<file path="src/rtl/alu_pkg.sv">
// Shared ALU opcode constants, status-bit layout and opcode-class predicates
// used by the EX->WB stage.
package alu_pkg;

    localparam logic [3:0] ALUC_ADDU    = 4'b0000;
    localparam logic [3:0] ALUC_SUBU    = 4'b0001;
    localparam logic [3:0] ALUC_ADD     = 4'b0010;
    localparam logic [3:0] ALUC_SUB     = 4'b0011;
    localparam logic [3:0] ALUC_AND     = 4'b0100;
    localparam logic [3:0] ALUC_OR      = 4'b0101;
    localparam logic [3:0] ALUC_XOR     = 4'b0110;
    localparam logic [3:0] ALUC_NOR     = 4'b0111;
    localparam logic [3:0] ALUC_LUI     = 4'b1000;
    localparam logic [3:0] ALUC_LUI_ALT = 4'b1001;
    localparam logic [3:0] ALUC_SLTU    = 4'b1010;
    localparam logic [3:0] ALUC_SLT     = 4'b1011;
    localparam logic [3:0] ALUC_SRA     = 4'b1100;
    localparam logic [3:0] ALUC_SRL     = 4'b1101;
    localparam logic [3:0] ALUC_SLL     = 4'b1110;
    localparam logic [3:0] ALUC_SLL_ALT = 4'b1111;

    // status = {zero, carry, negative, overflow}
    localparam int STATUS_ZERO  = 3;
    localparam int STATUS_CARRY = 2;
    localparam int STATUS_NEG   = 1;
    localparam int STATUS_OVF   = 0;

    typedef enum logic [1:0] {
        BUF_EMPTY = 2'd0,
        BUF_ONE   = 2'd1,
        BUF_TWO   = 2'd2
    } buf_state_e;

    function automatic logic aluc_sets_carry(input logic [3:0] aluc);
        case (aluc)
            ALUC_ADDU, ALUC_SUBU, ALUC_SLTU, ALUC_SRA,
            ALUC_SRL, ALUC_SLL, ALUC_SLL_ALT: return 1'b1;
            default:                          return 1'b0;
        endcase
    endfunction

    function automatic logic aluc_sets_overflow(input logic [3:0] aluc);
        return (aluc == ALUC_ADD) || (aluc == ALUC_SUB);
    endfunction

endpackage

</file>
<file path="src/rtl/wb_skid_buf.sv">
// Two-entry valid/ready skid buffer; 1-cycle latency when empty, strict FIFO order.
// in_rdy is a flop (low only when both entries are full), so it never depends on out_rdy.
module wb_skid_buf
    import alu_pkg::*;
#(
    parameter int W = 8
) (
    input  logic         clk,
    input  logic         rst,
    input  logic         in_vld,
    output logic         in_rdy,
    input  logic [W-1:0] in_dat,
    output logic         out_vld,
    input  logic         out_rdy,
    output logic [W-1:0] out_dat
);

    buf_state_e   state_q, state_d;
    logic [W-1:0] main_q, main_d;
    logic [W-1:0] skid_q, skid_d;
    logic         in_rdy_q, in_rdy_d;
    logic         acc, xfer;

    assign acc     = in_vld & in_rdy_q;
    assign xfer    = (state_q != BUF_EMPTY) & out_rdy;
    assign in_rdy  = in_rdy_q;
    assign out_vld = (state_q != BUF_EMPTY);
    assign out_dat = main_q;

    always_comb begin
        state_d = state_q;
        main_d  = main_q;
        skid_d  = skid_q;
        case (state_q)
            BUF_EMPTY: begin
                if (acc) begin
                    state_d = BUF_ONE;
                    main_d  = in_dat;
                end
            end
            BUF_ONE: begin
                if (acc && xfer) begin
                    main_d = in_dat;
                end else if (acc) begin
                    state_d = BUF_TWO;
                    skid_d  = in_dat;
                end else if (xfer) begin
                    state_d = BUF_EMPTY;
                end
            end
            BUF_TWO: begin
                if (xfer) begin
                    state_d = BUF_ONE;
                    main_d  = skid_q;
                end
            end
            default: state_d = BUF_EMPTY;
        endcase
        in_rdy_d = (state_d != BUF_TWO);
    end

    always_ff @(posedge clk or posedge rst) begin
        if (rst) begin
            state_q  <= BUF_EMPTY;
            main_q   <= '0;
            skid_q   <= '0;
            in_rdy_q <= 1'b1;
        end else begin
            state_q  <= state_d;
            main_q   <= main_d;
            skid_q   <= skid_d;
            in_rdy_q <= in_rdy_d;
        end
    end

endmodule

</file>
<file path="src/rtl/alu_wb_stage.sv">
// EX->WB stage: skid-buffered ALU result, status-flag register and add/sub overflow trap.
// 1-cycle latency when empty; in_ready is registered and drops only when both entries hold data.
module alu_wb_stage
    import alu_pkg::*;
#(
    parameter int DW = 32,
    parameter int RW = 5
) (
    input  logic          clk,
    input  logic          rst,
    input  logic          in_valid,
    output logic          in_ready,
    input  logic [DW-1:0] in_r,
    input  logic          in_zero,
    input  logic          in_carry,
    input  logic          in_negative,
    input  logic          in_overflow,
    input  logic [3:0]    in_aluc,
    input  logic [RW-1:0] in_rd,
    input  logic          in_wen,
    output logic          out_valid,
    input  logic          out_ready,
    output logic [DW-1:0] out_data,
    output logic [RW-1:0] out_rd,
    output logic          out_wen,
    output logic [3:0]    status,
    output logic          ovf_sticky,
    input  logic          sticky_clr,
    output logic          trap
);

    localparam int PW = DW + RW + 1;

    logic          acc, tc, wen_eff;
    logic [PW-1:0] pay_in, pay_out;
    logic [3:0]    status_q, status_d;
    logic          ovf_sticky_q, ovf_sticky_d;
    logic          trap_q, trap_d;

    assign acc     = in_valid & in_ready;
    assign tc      = acc & in_overflow & aluc_sets_overflow(in_aluc);
    // The trapping instruction and any write to r0 must never reach the regfile.
    assign wen_eff = in_wen & ~tc & (in_rd != '0);
    assign pay_in  = {in_r, in_rd, wen_eff};

    wb_skid_buf #(.W(PW)) u_skid (
        .clk     (clk),
        .rst     (rst),
        .in_vld  (in_valid),
        .in_rdy  (in_ready),
        .in_dat  (pay_in),
        .out_vld (out_valid),
        .out_rdy (out_ready),
        .out_dat (pay_out)
    );

    assign {out_data, out_rd, out_wen} = pay_out;

    always_comb begin
        status_d = status_q;
        if (acc) begin
            status_d[STATUS_ZERO] = in_zero;
            status_d[STATUS_NEG]  = in_negative;
            if (aluc_sets_carry(in_aluc)) begin
                status_d[STATUS_CARRY] = in_carry;
            end
            if (aluc_sets_overflow(in_aluc)) begin
                status_d[STATUS_OVF] = in_overflow;
            end
        end
        ovf_sticky_d = tc | (ovf_sticky_q & ~sticky_clr);
        trap_d       = tc;
    end

    always_ff @(posedge clk or posedge rst) begin
        if (rst) begin
            status_q     <= '0;
            ovf_sticky_q <= 1'b0;
            trap_q       <= 1'b0;
        end else begin
            status_q     <= status_d;
            ovf_sticky_q <= ovf_sticky_d;
            trap_q       <= trap_d;
        end
    end

    assign status     = status_q;
    assign ovf_sticky = ovf_sticky_q;
    assign trap       = trap_q;

endmodule

</file>
<file path="config.mk">
export PLATFORM = sky130hd
export DESIGN_NAME = alu_wb_stage
export DESIGN_NICKNAME = d
export VERILOG_FILES = /design/src/rtl/alu_pkg.sv /design/src/rtl/wb_skid_buf.sv /design/src/rtl/alu_wb_stage.sv
export SDC_FILE = /design/constraint.sdc
export NUM_CORES = 1
export LEC_CHECK = 0
export CAP_MARGIN = 15
export CORE_MARGIN = 3
export CORE_UTILIZATION = 50
export CTS_BUF_LIST = sky130_fd_sc_hd__clkbuf_8
export DETAILED_ROUTE_END_ITERATION = 10
export PLACE_DENSITY = 0.93
export SYNTH_ARGS = -nofsm -noshare
export SYNTH_HDL_FRONTEND = slang
export SYNTH_SLANG_ARGS = --single-unit
</file>
<file path="constraint.sdc">
create_clock -name clk -period 3 [get_ports clk]
set_input_delay 0.6 -clock clk [delete_from_list [all_inputs] [get_ports clk]]
set_output_delay 0.6 -clock clk [all_outputs]
set_load 0.05 [all_outputs]
</file>
# Word-level counts from Yosys, hierarchy flattened
# Cells that the tools add are included.
[totals]
regBits = 85
input_bits = 51
output_inout_bits = 46
wordCells = 58
[classes]
eq_ne = 14
mux = 12
bitwise_logic = 11
n_reduce_logical = 12
[op_table]
columns = ["operator", "count"]
rows = [
  ["two-way mux 38 bit", 3],
  ["case mux 38 bit (3 select lines)", 1],
  ["equality test 4 bit, second input constant", 5],
  ["two-way mux 2 bit", 5],
  ["equality test 4 x 2 -> 1 bit, second input constant", 2],
  ["bitwise AND 1 bit", 7],
  ["OR reduction 7 bit", 1],
  ["case mux 2 bit (3 select lines)", 1],
  ["nonzero test 5 bit", 1],
  ["equality test 4 x 1 -> 1 bit, second input constant", 1],
  ["zero test 4 bit", 1],
  ["inequality test 2 x 1 -> 1 bit, second input constant", 2],
  ["inequality test 2 bit, second input constant", 2],
  ["AND reduction 2 bit", 2],
  ["AND reduction 4 bit", 1],
  ["inverter 1 bit", 3],
  ["AND reduction 3 bit", 1],
  ["nonzero test 3 bit", 1],
  ["equality test 2 x 1 -> 1 bit, second input constant", 1],
  ["equality test 2 bit, second input constant", 1],
  ["zero test 2 bit", 1],
  ["two-way mux 1 bit", 2],
  ["nonzero test 2 bit", 1],
  ["logical AND 1 bit", 1],
  ["other kinds (2)", 2],
]

# Logic depth before layout (Yosys ltp)
# Gate-level depths: netlist (run 1).
[depth]
word_depth = 8
ltp_mapped = 7
mapped_depth_nobuf = 5

# Hierarchy
# From an unflattened synthesis (run 1), not the netlist that was laid out.
[hier_totals]
cells_unflattened = 257
hier_area_um2 = 3679.8
[by_module_without_submodules]
columns = ["module", "instances", "cells_each", "area_each_um2", "seq_area_each_um2"]
rows = [
  ["wb_skid_buf", 1, 229, 3385.7, 1978.1],
  ["alu_wb_stage", 1, 28, 294.0, 150.1],
]

# Least setup slack after synthesis (run 1)
# Ideal clock, no wire load.
[synth_timing]
path_kind = "register -> register"
start = "reg u_skid.in_rdy_q (netlist: u_skid.in_rdy)"
end = "reg u_skid.skid_q[0]"
setup_ps = 125
arrival_ps = 1721
required_ps = 2875
setup_slack_ps = 1154
path_stages_with_launch = 6
path_buffers = 2
synth_period_minus_slack_ps = 1846
path_cell_list = "dfstp_2 nand2_1 nor3_2 buf_4 buf_4 mux2_2"
[synth_via]
elab_chain_len = 6
word_cells_on_any_way = 9
classes_between = "7 x bitwise; 2 x reduce/logical"
[synth_lines]
columns = ["element", "line", "text"]
rows = [
  ["start: declaration", "wb_skid_buf.sv:21", "logic in_rdy_q, in_rdy_d;"],
  ["start signal: assignment", "wb_skid_buf.sv:72", "in_rdy_q <= in_rdy_d;"],
  ["bitwise AND 1 bit (*)", "wb_skid_buf.sv:24, alu_wb_stage.sv:40", ""],
  ["bitwise AND 1 bit (2 in series)", "alu_wb_stage.sv:41", "assign tc = acc & in_overflow & aluc_sets_overflow(in_aluc);"],
  ["inverter 1 bit", "alu_wb_stage.sv:43", "assign wen_eff = in_wen & ~tc & (in_rd != '0);"],
  ["bitwise AND 1 bit (2 in series)", "alu_wb_stage.sv:43", ""],
  ["end signal: assignment", "wb_skid_buf.sv:71", "skid_q <= skid_d;"],
  ["end: declaration", "wb_skid_buf.sv:20", "logic [W-1:0] skid_q, skid_d;"],
]
# Mark *: on every way between the ends. The rest lies on a longest branch, timed or not.
# A chain may end at the register's enable or synchronous reset.

# Worst setup path after layout (run 1)
[layout_timing]
start = "reg u_skid.state_q[1]"
end = "out out_valid"
[layout_via]
elab_chain_len = 1
[layout_lines]
columns = ["element", "line", "text"]
rows = [
  ["start: declaration", "wb_skid_buf.sv:18", "buf_state_e state_q, state_d;"],
  ["start signal: assignment", "wb_skid_buf.sv:69", "state_q <= state_d;"],
  ["nonzero test 2 bit", "wb_skid_buf.sv:27", "assign out_vld = (state_q != BUF_EMPTY);"],
  ["end: declaration", "alu_wb_stage.sv:21", "output logic out_valid,"],
]
# Every way passes these cells.

==> results of run 1 <==
area by class of cell:
cell class	count	area (um^2)	area share, %
tap	96	120.1	2.486
multi-input combinational	219	1303	26.95
sequential	85	2128	44.04
clock buffer	9	123.9	2.563
clock inverter	7	115.1	2.382
inverter	4	16.27	0.3366
timing repair buffer	103	1026	21.23
metal layers:
metal | vias to the layer above | GRT usage (%) | routed length, um
met3 | 13 | 5.523 | 427
li1 | 1298 | - | -
met5 | - | 0 | 0
met1 | 1311 | 23.88 | 3192
met2 | 82 | 34.47 | 4046
met4 | 0 | 7.143 | 124
worst max-delay path, stage by stage (launching register included):
cell and delay [ps]:
dfrtp_1 460, or2_2 320, clkdlybuf4s50_1 710
final timing paths:
kind / from / to / slack, ps / cells past startpoint
worst max-delay path: u_skid.state_q[1]$_DFF_PP0_ / out_valid / 570 / 2
worst min-delay path: u_skid.skid_q[28]$_DFFE_PP0P_ / u_skid.skid_q[28]$_DFFE_PP0P_ / 490 / 1
worst max register to register: u_skid.in_rdy$_DFF_PP1_ / u_skid.skid_q[6]$_DFFE_PP0P_ / 1240 / 4
worst min register to register: u_skid.skid_q[28]$_DFFE_PP0P_ / u_skid.skid_q[28]$_DFFE_PP0P_ / 490 / 1
max in group asynchronous: rst / u_skid.in_rdy$_DFF_PP1_ / 1700 / 3
min in group asynchronous: rst / u_skid.out_dat[14]$_DFFE_PP0P_ / 600 / 2
where the power goes:
group	leakage, nW	internal, mW	total (mW)	switching, mW
Clock	0.121	0.550	0.947	0.397
Combinational	0.944	0.933	2.53	1.60
Sequential	0.984	1.69	1.99	0.298
Total	2.05	3.17	5.46	2.29
logic make-up after synthesis:
group,Yosys count
DFF,85
muxes,41
and+or+nand+nor,130
AOI/OAI and AO/OA,47
buffers and inverters,25
xor gates and xnor gates,1
synth_stat cells:
master / instances
buf_2: 9
xnor2_1: 1
a31oi_1: 37
a21o_1: 1
o311ai_1: 1
o21ai_0: 4
or3_1: 1
and2_1: 1
a21oi_1: 1
and3b_1: 1
mux2_2: 13
dfstp_2: 1
buf_4: 4
nand2_1: 80
nor2_1: 39
nand2b_1: 2
o21a_1: 1
nand4_1: 1
buf_6: 1
or4_1: 1
clkbuf_1: 7
dfrtp_1: 84
nor2b_1: 2
o21ai_1: 1
inv_1: 4
nor3_2: 1
a22o_2: 1
mux2_1: 28
or2_2: 1
cells in the final DEF, fill, tap and decap left out, drive strengths merged, types with 4 or more instances in the layout:
| master | Yosys | layout |
|---|---|---|
| clkdlybuf4s50 | 0 | 96 |
| nor2 | 39 | 39 |
| buf | 14 | 7 |
| inv | 4 | 4 |
| a31oi | 37 | 37 |
| dfrtp | 84 | 84 |
| mux2 | 41 | 41 |
| o21ai | 5 | 5 |
| nand2 | 80 | 80 |
| clkbuf | 7 | 9 |
state kept, by name, indices dropped and copies added, names as in the netlist:
| register | count |
|---|---|
| u_skid.state_q | 2 |
| u_skid.in_rdy | 1 |
| u_skid.out_dat | 38 |
| u_skid.skid_q | 38 |
| trap | 1 |
| ovf_sticky | 1 |
| status | 4 |
stage by stage:
step / util (%) / std cells
2_1_floorplan: - / 329
3_3_place_gp: 67.23 / 507
3_5_place_dp: 67.23 / 507
4_1_cts: 70.73 / 523
5_1_grt: 70.73 / 523
6_report: 70.73 / 523
==> results.sh, run 1 <==
export IMPL_cts_inserted_buffers=9
export IMPL_fill_cells=512
export IMPL_hold_buffers=0
export IMPL_path_clk_slew_ps=80
export IMPL_syn_avg_cell_area_um2=10.77
export IMPL_maxCapViolCount=0
export IMPL_cts_max_path_buffers=2
export IMPL_clock_sinks=85
export IMPL_finalSetupViolCount=0
export IMPL_pre_cts_slack_ps=648.8
export IMPL_route_vias_total=2704
export IMPL_grt_max_degree=58
export IMPL_synthDistinctLibCells=29
export IMPL_die_h_um=90.20
export IMPL_grt_usage_pct=19.94
export IMPL_place_area_um2=4593
export IMPL_synth_top_area_cell="dfrtp_1"
export IMPL_wirelength_mm=7.792
export IMPL_synthTopCellsByArea="dfrtp_1 (59%), mux2_1 (8.9%), nand2_1 (8.5%), a31oi_1 (6.5%), mux2_2 (4.1%)"
export IMPL_ctsRootBufferMaster="clkbuf_8"
export IMPL_synth_fa_ha_area_share_pct=0
export IMPL_path_class="register to output port"
export IMPL_postCtsSetupBuffers=0
export IMPL_hold_slack_ps=490.2
export IMPL_max_freq_ghz=0.4113
export IMPL_hp_class="register to register"
export IMPL_dieArea_um2=8135
export IMPL_synthSimpleGateAreaFrac_pct=14.75
export IMPL_critPathArrivalTime_ps=1830
export IMPL_coreArea_um2=6832
export IMPL_antenna_left=0
export IMPL_power_density_nw_per_um2=1131
export IMPL_p_leak_nw=2.049
export IMPL_worstPathRequired_ps=2400
export IMPL_synth_cells=329
export IMPL_post_cts_resized=0
export IMPL_routabilityCongestion=0.7608
export IMPL_first_pass_iters=4
export IMPL_grt_pass1_vias=2757
export IMPL_fin_setup_tns_ps=0
export IMPL_yosys_warnings=0
export IMPL_cp_end_kind="output port"
export IMPL_ios=97
export IMPL_fin_nets=473
export IMPL_n_antenna_cell=0
export IMPL_die_w_um=90.20
export IMPL_synth_xor_area_share_pct=0.2471
export IMPL_total_power_mw=5.465
export IMPL_netlist_area_um2=3545
export IMPL_layout_setup_ws_ps=568.8
export IMPL_hpwl_mm=5.459
export IMPL_synth_top_family_by_area="simple AND/OR/NAND/NOR gates"
export IMPL_avgViaCountPerCell=5.170
export IMPL_clk_latency_ps=340
export IMPL_wl_per_cell_um=14.90
export IMPL_core_rowCount=30
export IMPL_synth_compound_area_share_pct=8.330
export IMPL_slew_violations=0
export IMPL_overflow=0
export IMPL_ys_ff_latch=85
export IMPL_portBuffers=96
export IMPL_tightest_slew_ps=573.5
export IMPL_maxSlewHeadroom_pct=61.76
export IMPL_vdd_ir_drop_max_uv=755.4
export IMPL_area_growth_syn_to_layout_pct=36.32
export IMPL_grt_setup_unrepaired="no"
export IMPL_status="completed"
export IMPL_synth_seq_area_share_pct=60.04
export IMPL_skew_ps=8.463
export IMPL_post_route_period_util_pct=81.04
export IMPL_hold_viol=0
export IMPL_antenna_found_initial=0
export IMPL_synth_fp_nets=380
export IMPL_first_iter_violations=109
export IMPL_htree_levels=3
export IMPL_post_route_cell_area_um2=4832
export IMPL_synth_top_area_share_pct=59.30
export IMPL_muxShareOfSynthArea_pct=13.03
export IMPL_cts_tree="yes"
export IMPL_drc=0
export IMPL_grt_pass1_wl_mm=13.10
export IMPL_cp_start_kind="register"
export IMPL_path_max_fanout=6
export IMPL_drive_gt1_share_pct=9.602
export IMPL_initial_core_util_pct=51.89
export IMPL_post_route_min_period_ps=2431
Note: power is estimated with default switching activity, not from simulation.
==> run 2, diff against run 1 <==
==> constraint.sdc (replaced) <==
create_clock -name clk -period 2.3 [get_ports clk]
set_input_delay 0.46 -clock clk [delete_from_list [all_inputs] [get_ports clk]]
set_output_delay 0.46 -clock clk [all_outputs]
set_load 0.05 [all_outputs]
==> run 2 against run 1 <==
  * Global-route usage up 0.13 points
  * Clock skew is 2.7 ps higher
  * Wire length up 0.96%
  * Clock power increased by 8%
  * Sequential share of layout area increased by 0.14 points
  * Via count up 0.18%
  * Clock-buffer cell count rose by 1
  * Cell area shrank 0.31%
  * Die area stayed put
  * Sequential power grew 31%
==> results.sh, run 2 (synthesis results as in run 1) <==
export IMPL_vdd_ir_drop_max_uv=849.6
export IMPL_first_iter_violations=116
export IMPL_use_met2_pct=35.22
export IMPL_power_density_nw_per_um2=1447
export IMPL_clockPowerShare_pct=14.6
export IMPL_ctsRootBufferMaster="clkbuf_8"
export IMPL_cts_tree="yes"
export IMPL_initial_core_util_pct=51.89
export IMPL_area_growth_syn_to_layout_pct=35.90
export IMPL_hpwl_mm=5.396
export IMPL_postCtsSetupBuffers=0
export IMPL_die_w_um=90.20
export IMPL_portBuffers=96
export IMPL_cts_inserted_buffers=9
export IMPL_ios=97
export IMPL_avgViaCountPerCell=5.190
export IMPL_p_int_mw=3.963
export IMPL_post_route_min_period_ps=2150
export IMPL_path_max_fanout=4
export IMPL_post_route_period_util_pct=93.46
export IMPL_grt_max_degree=86
export IMPL_busiest_layer="met2"
export IMPL_hp_class="register to register"
export IMPL_path_class="register to output port"
export IMPL_hold_buffers=0
export IMPL_drc=0
export IMPL_p_sw_mw=3.006
export IMPL_grt_pass1_vias=2769
export IMPL_tightest_slew_ps=567.7
export IMPL_fin_setup_tns_ps=0
export IMPL_p_sw_share_pct=43.13
export IMPL_final_common_cell="clkdlybuf4s50_1"
export IMPL_final_util_pct=70.51
export IMPL_max_stage_delay_ps=800
export IMPL_path_cells="clkdlybuf4s50_1"
export IMPL_slew_violations=0
export IMPL_power_frac_comb_pct=48.0
export IMPL_coreArea_um2=6832
export IMPL_cts_max_path_buffers=2
export IMPL_maxSlewHeadroom_pct=62.15
export IMPL_n_antenna_cell=0
export IMPL_drive_gt1_share_pct=9.155
export IMPL_wl_per_cell_um=15.07
export IMPL_routabilityCongestion=0.7229
export IMPL_maxCapViolCount=0
export IMPL_clock_sinks=85
export IMPL_wirelength_mm=7.867
export IMPL_htree_levels=3
export IMPL_grt_pass1_wl_mm=13.07
export IMPL_grt_util_met3_pct=4.017
export IMPL_route_vias_total=2709
export IMPL_status="completed"
export IMPL_finalSetupViolCount=0
export IMPL_overflow=0
export IMPL_path_clk_slew_ps=80
export IMPL_max_freq_ghz=0.4652
export IMPL_critPathBufInv=1
export IMPL_antenna_left=0
export IMPL_worstPathRequired_ps=1840
export IMPL_grt_usage_pct=20.07
export IMPL_p_leak_nw=2.038
export IMPL_cp_start_kind="register"
export IMPL_antenna_found_initial=0
export IMPL_first_pass_iters=4
export IMPL_dieArea_um2=8135
export IMPL_path_delay_family="buffers and inverters"
export IMPL_critPathArrivalTime_ps=1690
export IMPL_clk_latency_ps=340
export IMPL_skew_ps=11.19
export IMPL_final_cell_mix="clkdlybuf4s50_1 (95), dfrtp_1 (84), nand2_1 (80)"
export IMPL_power_frac_seq_pct=37.5
export IMPL_cp_end_kind="output port"
export IMPL_core_rowCount=30
export IMPL_crit_slowest_cell="clkdlybuf4s50_1"
export IMPL_fin_nets=472
export IMPL_grt_setup_unrepaired="no"
export IMPL_met1_usage_pct=23.98
export IMPL_die_h_um=90.20
export IMPL_hold_viol=0
==> run 2: cell count changes in the layout (fill, tap and decap cells not counted), sizes merged <==
cell / change
buf: -1
bufinv: -2
clkbuf: +1
clkdlybuf4s50: -1
clkinv: -1
clkinvlp: +1
dlygate4sd2: +1
inv: +1
==> run 2: repair_timing <==
item                                   in CTS  in global routing
gates resized for setup                     1                  0
endpoints found under the hold margin       0                  0
setup endpoints to repair                   1                  0
==> run 2: routing by layer <==
layer | wire length, um | up-vias | part of all wire (%)
met4 | 141 | 0 | 1.8
met5 | 0 | - | 0
met2 | 4153 | 94 | 53
met1 | 3189 | 1309 | 41
li1 | - | 1292 | -
met3 | 383 | 14 | 4.9
==> run 2: worst paths after layout <==
path | start | endpoint | slack [ps] | cells past startpoint
min in group asynchronous | rst | u_skid.out_dat[29]$_DFFE_PP0P_ | 570 | 3
min reg2reg | u_skid.skid_q[21]$_DFFE_PP0P_ | u_skid.skid_q[21]$_DFFE_PP0P_ | 490 | 1
max in group asynchronous | rst | u_skid.in_rdy$_DFF_PP1_ | 1340 | 3
max | u_skid.in_rdy$_DFF_PP1_ | in_ready | 150 | 1
min | u_skid.skid_q[21]$_DFFE_PP0P_ | u_skid.skid_q[21]$_DFFE_PP0P_ | 490 | 1
max reg2reg | u_skid.in_rdy$_DFF_PP1_ | u_skid.skid_q[9]$_DFFE_PP0P_ | 610 | 4
==> run 2: cell type report <==
class                           count  area [um^2]
Sequential cell                    85         2128
Multi-Input combinational cell    219         1303
Inverter                            4        18.77
Clock inverter                      6        55.05
Timing Repair Buffer              102         1055
Tap cell                           96        120.1
Fill cell                         515         2014
Clock buffer                       10        137.6
==> run 2: power by group through the flow <==
stage                     clock network (mW)  registers, mW  logic [mW]
final                                   1.02           2.61        3.34
after global routing                    1.09           2.69        3.54
after CTS                               1.04           2.61        3.37
after detailed placement                   0           2.62        3.37
after global placement                     0           2.57        3.27
after floorplan                            0           3.77        1.06
==> run 2: per-stage QoR <==
step	total power, mW	instance area (um^2)	worst slack, ps	hold slack (ps)	instances
2_1_floorplan	4.830	3548	453.9	458.0	329
3_3_place_gp	5.848	4626	197.5	466.4	506
3_5_place_dp	5.995	4626	159.8	474.6	506
4_1_cts	7.017	4817	127.9	493.8	522
5_1_grt	7.318	4817	103.7	515.3	522
6_report	6.968	4817	150.3	492.1	522
==> run 3, diff against run 2 <==
--- a/config.mk
+++ b/config.mk
@@ -11,6 +11,7 @@
 export CTS_BUF_LIST = sky130_fd_sc_hd__clkbuf_8
 export DETAILED_ROUTE_END_ITERATION = 10
 export PLACE_DENSITY = 0.93
+export SETUP_SLACK_MARGIN = 0.4
 export SYNTH_ARGS = -nofsm -noshare
 export SYNTH_HDL_FRONTEND = slang
 export SYNTH_SLANG_ARGS = --single-unit
==> run 3 against run 2 <==
  * Worst hold slack gained 0.54 ps
  * Power decreased by 3.7%
  * Wire length barely moved
  * Register-to-register slack about the same
  * Sequential share of layout area grew 0.55 points
  * Die area is the same
  * Clock skew about the same
  * Highest routed layer unchanged
==> results.sh, run 3 (synthesis results as in run 1) <==
export IMPL_status="completed"
export IMPL_worstPathRequired_ps=1840
export IMPL_cp_end_kind="output port"
export IMPL_cts_max_path_buffers=2
export IMPL_multi_input_area_um2=1303
export IMPL_rrSetupSlack_ps=610
export IMPL_avgViaCountPerCell=5.178
export IMPL_max_freq_ghz=0.5419
export IMPL_grt_setup_unrepaired="no"
export IMPL_routabilityCongestion=0.7229
export IMPL_p_int_mw=3.712
export IMPL_core_rowCount=30
export IMPL_hold_viol=0
export IMPL_maxSlewHeadroom_pct=62.11
export IMPL_die_h_um=90.20
export IMPL_cp_depth=1
export IMPL_p_leak_nw=2.075
export IMPL_first_pass_iters=4
export IMPL_ctsRootBufferMaster="clkbuf_8"
export IMPL_grt_pass1_wl_mm=13.05
export IMPL_skew_ps=11.06
export IMPL_power_density_nw_per_um2=1410
export IMPL_final_common_cell="dfrtp_1"
export IMPL_cts_tree="yes"
export IMPL_overflow=0
export IMPL_wl_per_cell_um=15.08
export IMPL_met2_wirelength_mm=4.152
export IMPL_cp_start_kind="register"
export IMPL_initial_core_util_pct=51.89
export IMPL_path_delay_family="flip-flops"
export IMPL_maxCapViolCount=0
export IMPL_hold_slack_ps=492.6
export IMPL_fin_nets=472
export IMPL_drive_gt1_share_pct=9.390
export IMPL_wl_met3_um=366
export IMPL_path_clk_slew_ps=70
export IMPL_rr_endpoint="u_skid.skid_q[9]$_DFFE_PP0P_"
export IMPL_route_vias_total=2703
export IMPL_n_antenna_cell=0
export IMPL_portBuffers=96
export IMPL_clk_latency_ps=340
export IMPL_grt_pass1_vias=2764
export IMPL_path_class="register to output port"
export IMPL_drc=0
export IMPL_stdcell_count=522
export IMPL_final_cell_mix="dfrtp_1 (84), nand2_1 (80), clkdlybuf4s50_1 (50)"
export IMPL_p_sw_mw=2.995
export IMPL_wirelength_mm=7.870
export IMPL_coreArea_um2=6832
export IMPL_p_sw_share_pct=44.65
export IMPL_antenna_left=0
export IMPL_critPathCapture="in_ready"
export IMPL_path_max_fanout=4
export IMPL_post_route_min_period_ps=1845
export IMPL_die_w_um=90.20
export IMPL_met1_length_mm=3.210
export IMPL_hpwl_mm=5.396
export IMPL_slew_violations=0
export IMPL_vdd_ir_drop_max_uv=820.9
export IMPL_fin_setup_tns_ps=0
export IMPL_clock_sinks=85
export IMPL_first_iter_violations=115
export IMPL_path_cells="clkdlybuf4s15_1"
export IMPL_grt_usage_pct=20.05
export IMPL_dpl_cell_count=506
export IMPL_fill_cells=530
export IMPL_area_growth_syn_to_layout_pct=34.24
export IMPL_power_frac_seq_pct=38.7
export IMPL_worst_r2r_path_depth=4
export IMPL_rr_startpoint="u_skid.in_rdy$_DFF_PP1_"
export IMPL_crit_slowest_cell="dfstp_2"
export IMPL_power_frac_comb_pct=46.1
export IMPL_antenna_found_initial=0
export IMPL_top_layer="met4"
export IMPL_critPathArrivalTime_ps=1390
export IMPL_max_stage_delay_ps=550
export IMPL_startpoint="u_skid.in_rdy$_DFF_PP1_"
export IMPL_tightest_slew_ps=568.3
export IMPL_hp_class="register to register"
export IMPL_grt_max_degree=86
export IMPL_htree_levels=3
export IMPL_post_route_period_util_pct=80.23
export IMPL_ios=97
export IMPL_clockPowerShare_pct=15.2
export IMPL_seq_area_um2=2128
export IMPL_critPathBufInv=1
export IMPL_cts_inserted_buffers=9
export IMPL_dieArea_um2=8135
export IMPL_finalSetupViolCount=0
run 3: repair_timing:
action,4_1_cts,5_1_grt
buffers inserted,0,0
gates cloned,0,0
gates resized for setup,46,3
endpoints found under the setup margin,46,2
hold buffers,0,0
run 3: power by group through the flow:
stage / Sequential, mW / Clock [mW] / Combinational [mW]
2_1_floorplan: 3.77 / 0 / 1.06
3_3_place_gp: 2.57 / 0 / 3.27
3_5_place_dp: 2.62 / 0 / 3.37
4_1_cts: 2.59 / 1.04 / 3.13
5_1_grt: 2.68 / 1.09 / 3.29
6_report: 2.59 / 1.02 / 3.09
run 3: layout make-up:
cell class | count | share of cell area (%)
Multi-Input combinational cell | 219 | 27.37
Sequential cell | 85 | 44.73
Tap cell | 96 | 2.524
Inverter | 4 | 0.3944
Timing Repair Buffer | 102 | 20.93
Clock inverter | 6 | 1.157
Clock buffer | 10 | 2.892
run 3: worst min path at each step:
stage / startpoint / endpoint / slack (ps) / cells after the start
after floorplan: u_skid.skid_q[15]$_DFFE_PP0P_ / u_skid.skid_q[15]$_DFFE_PP0P_ / 460 / 1
after global placement: u_skid.skid_q[35]$_DFFE_PP0P_ / u_skid.skid_q[35]$_DFFE_PP0P_ / 470 / 1
after detailed placement: u_skid.skid_q[28]$_DFFE_PP0P_ / u_skid.skid_q[28]$_DFFE_PP0P_ / 470 / 1
after CTS: u_skid.skid_q[21]$_DFFE_PP0P_ / u_skid.skid_q[21]$_DFFE_PP0P_ / 490 / 1
after global routing: u_skid.skid_q[16]$_DFFE_PP0P_ / u_skid.skid_q[16]$_DFFE_PP0P_ / 520 / 1
final: u_skid.skid_q[37]$_DFFE_PP0P_ / u_skid.skid_q[37]$_DFFE_PP0P_ / 490 / 1
run 3: metrics by stage:
step | utilization, % | area [um^2] | setup slack [ps] | power [mW]
finish | 69.65 | 4758 | 454.6 | 6.707
global route | 69.65 | 4758 | 407.8 | 7.056
CTS | 69.69 | 4761 | 282.9 | 6.754
detailed placement | 67.71 | 4626 | 159.8 | 5.995
global placement | 67.71 | 4626 | 197.5 | 5.848
floorplan | - | 3548 | 453.9 | 4.830
run 3: metal layers:
| metal | track usage (%) | up-vias |
|---|---|---|
| li1 | - | 1296 |
| met1 | 23.92 | 1303 |
| met2 | 35.22 | 90 |
| met3 | 4.017 | 14 |
| met4 | 8.546 | 0 |
| met5 | 0 | - |
==> edit 1: new RTL, config.mk and constraints of run 3 <==
The parameter `RW` goes from 5 to 10.
--- a/src/rtl/alu_wb_stage.sv
+++ b/src/rtl/alu_wb_stage.sv
@@ -6,3 +6,3 @@
     parameter int DW = 32,
-    parameter int RW = 5
+    parameter int RW = 10
 ) (
Ports: changed (resized in_rd and out_rd); port bits go from 97 to 107. The function was not compared with the original's and may differ.
==> edit 1 against run 3 <==
- clock skew rose by 0.0017 ns
- critical path depth is 1 higher
- worst setup slack worse by 0.032 ns
- non-clock buffer count grew 13
- area after synthesis rose by 12%
- largest power group unchanged
- clock power rose by 21%
- routed wire length increased by 15%
- sequential cell count increased by 10
- count of clock-buffer cells in the layout is the same
- critical path type unchanged
- power increased by 12%
- cell area rose by 13%
==> edit 1: results (changes against run 3) <==
status=finished, final reports clean; DR vias=3139 (+16%); 1st-iter DRT viols=127 (+10%); Setup crit end=out_valid; Yosys cell types=28 (-3.4%); hold path depth=2 (+1); Nets=532 (+13%); Peak VDD IR=0.8184 mV (-0.30%); Worst Path Max Fanout=7 (+3); Placed Area=5201 um2 (+12%); Combinational Power Share=0.455 (-0.006); GPL Wtd Cong=0.7766 (+7.4%); Area contributors post-synth=dfrtp_1 59%, mux2_2 13%, nand2_1 8.4%; multiplexer area fraction after synthesis=0.1272 (-0.003052); fraction of the mapped netlist area in compound gates=0.08197 (-0.001332); Worst Tran Pin Value=0.5325 ns (-0.03582 ns); vias in the first global route=3169 (+15%); clock slew at reported path FFs=0.09 ns (+0.02 ns); leakage power=2.316 nW (+12%); GRT Total Usage=0.2132 (+0.01277); share of cells above drive strength 1=0.1663 (+0.07242); DR pass1 iterations=5 (+1); worst min-delay path startpoint=status[0]; Final HPWL DP=6.314 mm (+17%); first-pass GRT wire length=14.97 mm (+15%); port bufs=106 (+10%); Critical Path AT=1.42 ns (+0.03 ns); Crit Reg-Reg Startpoint=u_skid.state_q[0]; Layout Skew=0.01278 ns (+0.001723 ns); largest net degree at the start of global routing=96 (+12%); hold path endpoint=status[0]
==> edit 1: changes by cell type after synthesis, sizes merged, moves of 4 or more <==
cell,run 3,this run
a31oi,37,43
clkbuf,7,14
mux2,41,45
nand2,80,89
nor2,39,48
buf,14,10
dfrtp,84,94
==> edit 1: power by group through the flow <==
stage / clock network, mW / registers (mW) / logic [mW]
after global routing: 1.32 / 2.98 / 3.66
after global placement: 0 / 2.88 / 3.63
after detailed placement: 0 / 2.93 / 3.74
final: 1.23 / 2.88 / 3.43
after floorplan: 0 / 4.20 / 1.14
after CTS: 1.25 / 2.88 / 3.46
==> edit 1: area by class of cell <==
type / instances / area, um2
fillers: 548 / 2122
repair buffers: 115 / 1132
inverters: 5 / 22.52
clock inverters: 6 / 91.34
clock buffers: 10 / 137.6
well taps: 99 / 123.9
multi-input cells: 250 / 1478
flip-flops and latches: 95 / 2379
==> edit 1: what timing repair did <==
item                                    4_1_cts  5_1_grt
cloned                                        0        0
gates resized for setup                      52        4
endpoints found under the setup margin       51        4
==> edit 1: per-stage QoR <==
step | setup WS (ns) | hold slack [ns] | instances | utilization
after detailed placement | 0.1748 | 0.4733 | 564 | 0.6948
after global routing | 0.3818 | 0.5079 | 580 | 0.7165
after floorplan | 0.4997 | 0.4805 | 374 | -
final | 0.4222 | 0.4873 | 580 | 0.7165
after CTS | 0.2638 | 0.4909 | 580 | 0.7170
after global placement | 0.2207 | 0.4614 | 564 | 0.6948
==> edit 1: metal layers <==
metal	vias to the layer above	GRT usage	part of all wire
met5	-	0	0
met4	0	0.08534	0.021
met3	15	0.03315	0.050
met2	100	0.3761	0.53
met1	1548	0.2610	0.40
li1	1476	-	-
==> edit 1: worst max-delay path, stage by stage, from the launching register on <==
cell and delay [ns]:
dfrtp_1 0.50, or2_2 0.32, clkbuf_2 0.24
==> edit 2: new RTL, config.mk and constraints of run 3 <==
Without the edit above. Re-encode `buf_state_e` (3 states) as one-hot, 3 bits wide.
--- a/src/rtl/alu_pkg.sv
+++ b/src/rtl/alu_pkg.sv
@@ -27,6 +27,6 @@
 
-    typedef enum logic [1:0] {
-        BUF_EMPTY = 2'd0,
-        BUF_ONE   = 2'd1,
-        BUF_TWO   = 2'd2
+    typedef enum logic [2:0] {
+        BUF_EMPTY = 3'b001,
+        BUF_ONE   = 3'b010,
+        BUF_TWO   = 3'b100
     } buf_state_e;
Check against the original RTL: no difference found for any inputs over 10 cycles, from zero or initial values and one cycle with rst high; not proved beyond that.
==> edit 2 against run 3 <==
- power rose by 2.1%
- non-clock buffer count up 8
- cell area grew 10%
- worst setup slack worse by 0.065 ns
- fmax down 3.4%
- first-iteration DRC count is 24% lower
- area after synthesis rose by 7.9%
- worst hold slack got worse by 0.0059 ns
- global-route usage is 1.4 points lower
- routed wire length increased by 4.9%
- sequential cell count rose by 1
- critical endpoint unchanged
- utilization is 1.8 points higher
==> edit 2: results (changes against run 3) <==
largest net degree at the start of global routing=87 (+1.2%); 1st-iter DRT viols=87 (-24%); Routed WL=8.252 mm (+4.9%); Yosys cell types=33 (+14%); hold crit path type=reg2reg; leakage power=2.345 nW (+13%); status=finished, final reports clean; Area contributors post-synth=dfrtp_1 55%, mux2_1 19%, mux2_2 12%; Final HPWL DP=5.371 mm (-0.46%); placed cells=451 (-11%); GPL Wtd Cong=0.7704 (+6.6%); vias in the first global route=2726 (-1.4%); GRT Total Usage=0.1867 (-0.01376); share of cells above drive strength 1=0.2527 (+0.1588); Post-synth top cells=84 x dfrtp_1, 66 x mux2_1, 40 x mux2_2, 9 x mux2_4, 7 x buf_2; Layout Skew=0.01384 ns (+0.002783 ns); reg2reg setup slack=0.43 ns (-0.18 ns); Net Count, Synth=310 (-18%); DR vias=2468 (-8.7%); first-pass GRT wire length=12.83 mm (-1.7%); Critical Path AT=1.45 ns (+0.06 ns); Rel. slew slack=0.6618 (+0.04071); Placed Area=4975 um2 (+7.5%); Sw Ratio=0.4196 (-0.02695); Post-Synthesis Cells=259 (-21%); CP max stage delay=0.59 ns (+0.04 ns); Seq/Total Area, Yosys=0.5631 (-0.03731); Final Instance Count excl. Fillers=471 (-9.8%); final hold slack=0.4867 ns (-0.005925 ns)
edit 2: changes by cell type in the layout (fill, tap and decap cells not counted), moves of 6 or more:
cell            run 3  this run
mux2_2             13        40
nor2_1             39         3
mux2_4              0         9
a31oi_1            37         1
mux2_1             28        66
buf_4               2         8
nand2_1            80         2
edit 2: stage by stage:
step | TNS (ns) | setup slack [ns]
after floorplan | 0 | 0.3695
after global routing | 0 | 0.3483
after CTS | 0 | 0.3453
final | 0 | 0.3891
after detailed placement | -0.01131 | -0.01012
after global placement | 0 | 0.05258
edit 2: kinds of logic after synthesis:
family	share of synthesized area
muxes	0.3473
DFF	0.5631
and+or+nand+nor	0.03271
buffers and inverters	0.03074
AOI/OAI and AO/OA	0.02387
xor gates and xnor gates	0.002289
edit 2: worst paths after layout:
kind	from	end	cells after the start
setup / recovery	u_skid.in_rdy	in_ready	1
hold / removal	u_skid.skid_q[12]	u_skid.skid_q[12]	1
setup reg to reg	u_skid.state_q[0]	u_skid.out_dat[12]	6
hold reg to reg	u_skid.skid_q[12]	u_skid.skid_q[12]	1
max in group asynchronous	rst	u_skid.state_q[0]	3
min in group asynchronous	rst	u_skid.out_dat[5]	3
edit 2: cell type report:
class                           count  area (um2)
Sequential cell                    86        2157
Clock inverter                      6       85.08
Fill cell                         499        2090
Inverter                            7       30.03
Clock buffer                       10       137.6
Timing Repair Buffer              110        1097
Tap cell                           99       123.9
Multi-Input combinational cell    153        1610
edit 2: repair_timing:
item	in CTS	in global routing
pin swaps	0	1
cloned	0	2
endpoints found under the setup margin	74	65
buffers inserted	2	0
resized for setup	47	8
edit 2: power groups by stage:
stage	registers (mW)	clock network (mW)	logic, mW
floorplan	3.77	0	0.951
global placement	2.56	0	3.20
detailed placement	2.60	0	3.27
CTS	2.55	1.19	3.07
global route	2.65	1.25	3.28
finish	2.57	1.16	3.12
edit 2: layer usage:
metal	GRT usage	share of wire	up-vias
li1	-	-	1144
met1	0.2184	0.43	1242
met2	0.3341	0.51	72
met3	0.04505	0.055	10
met4	0.06227	0.0092	0
met5	0	0	-
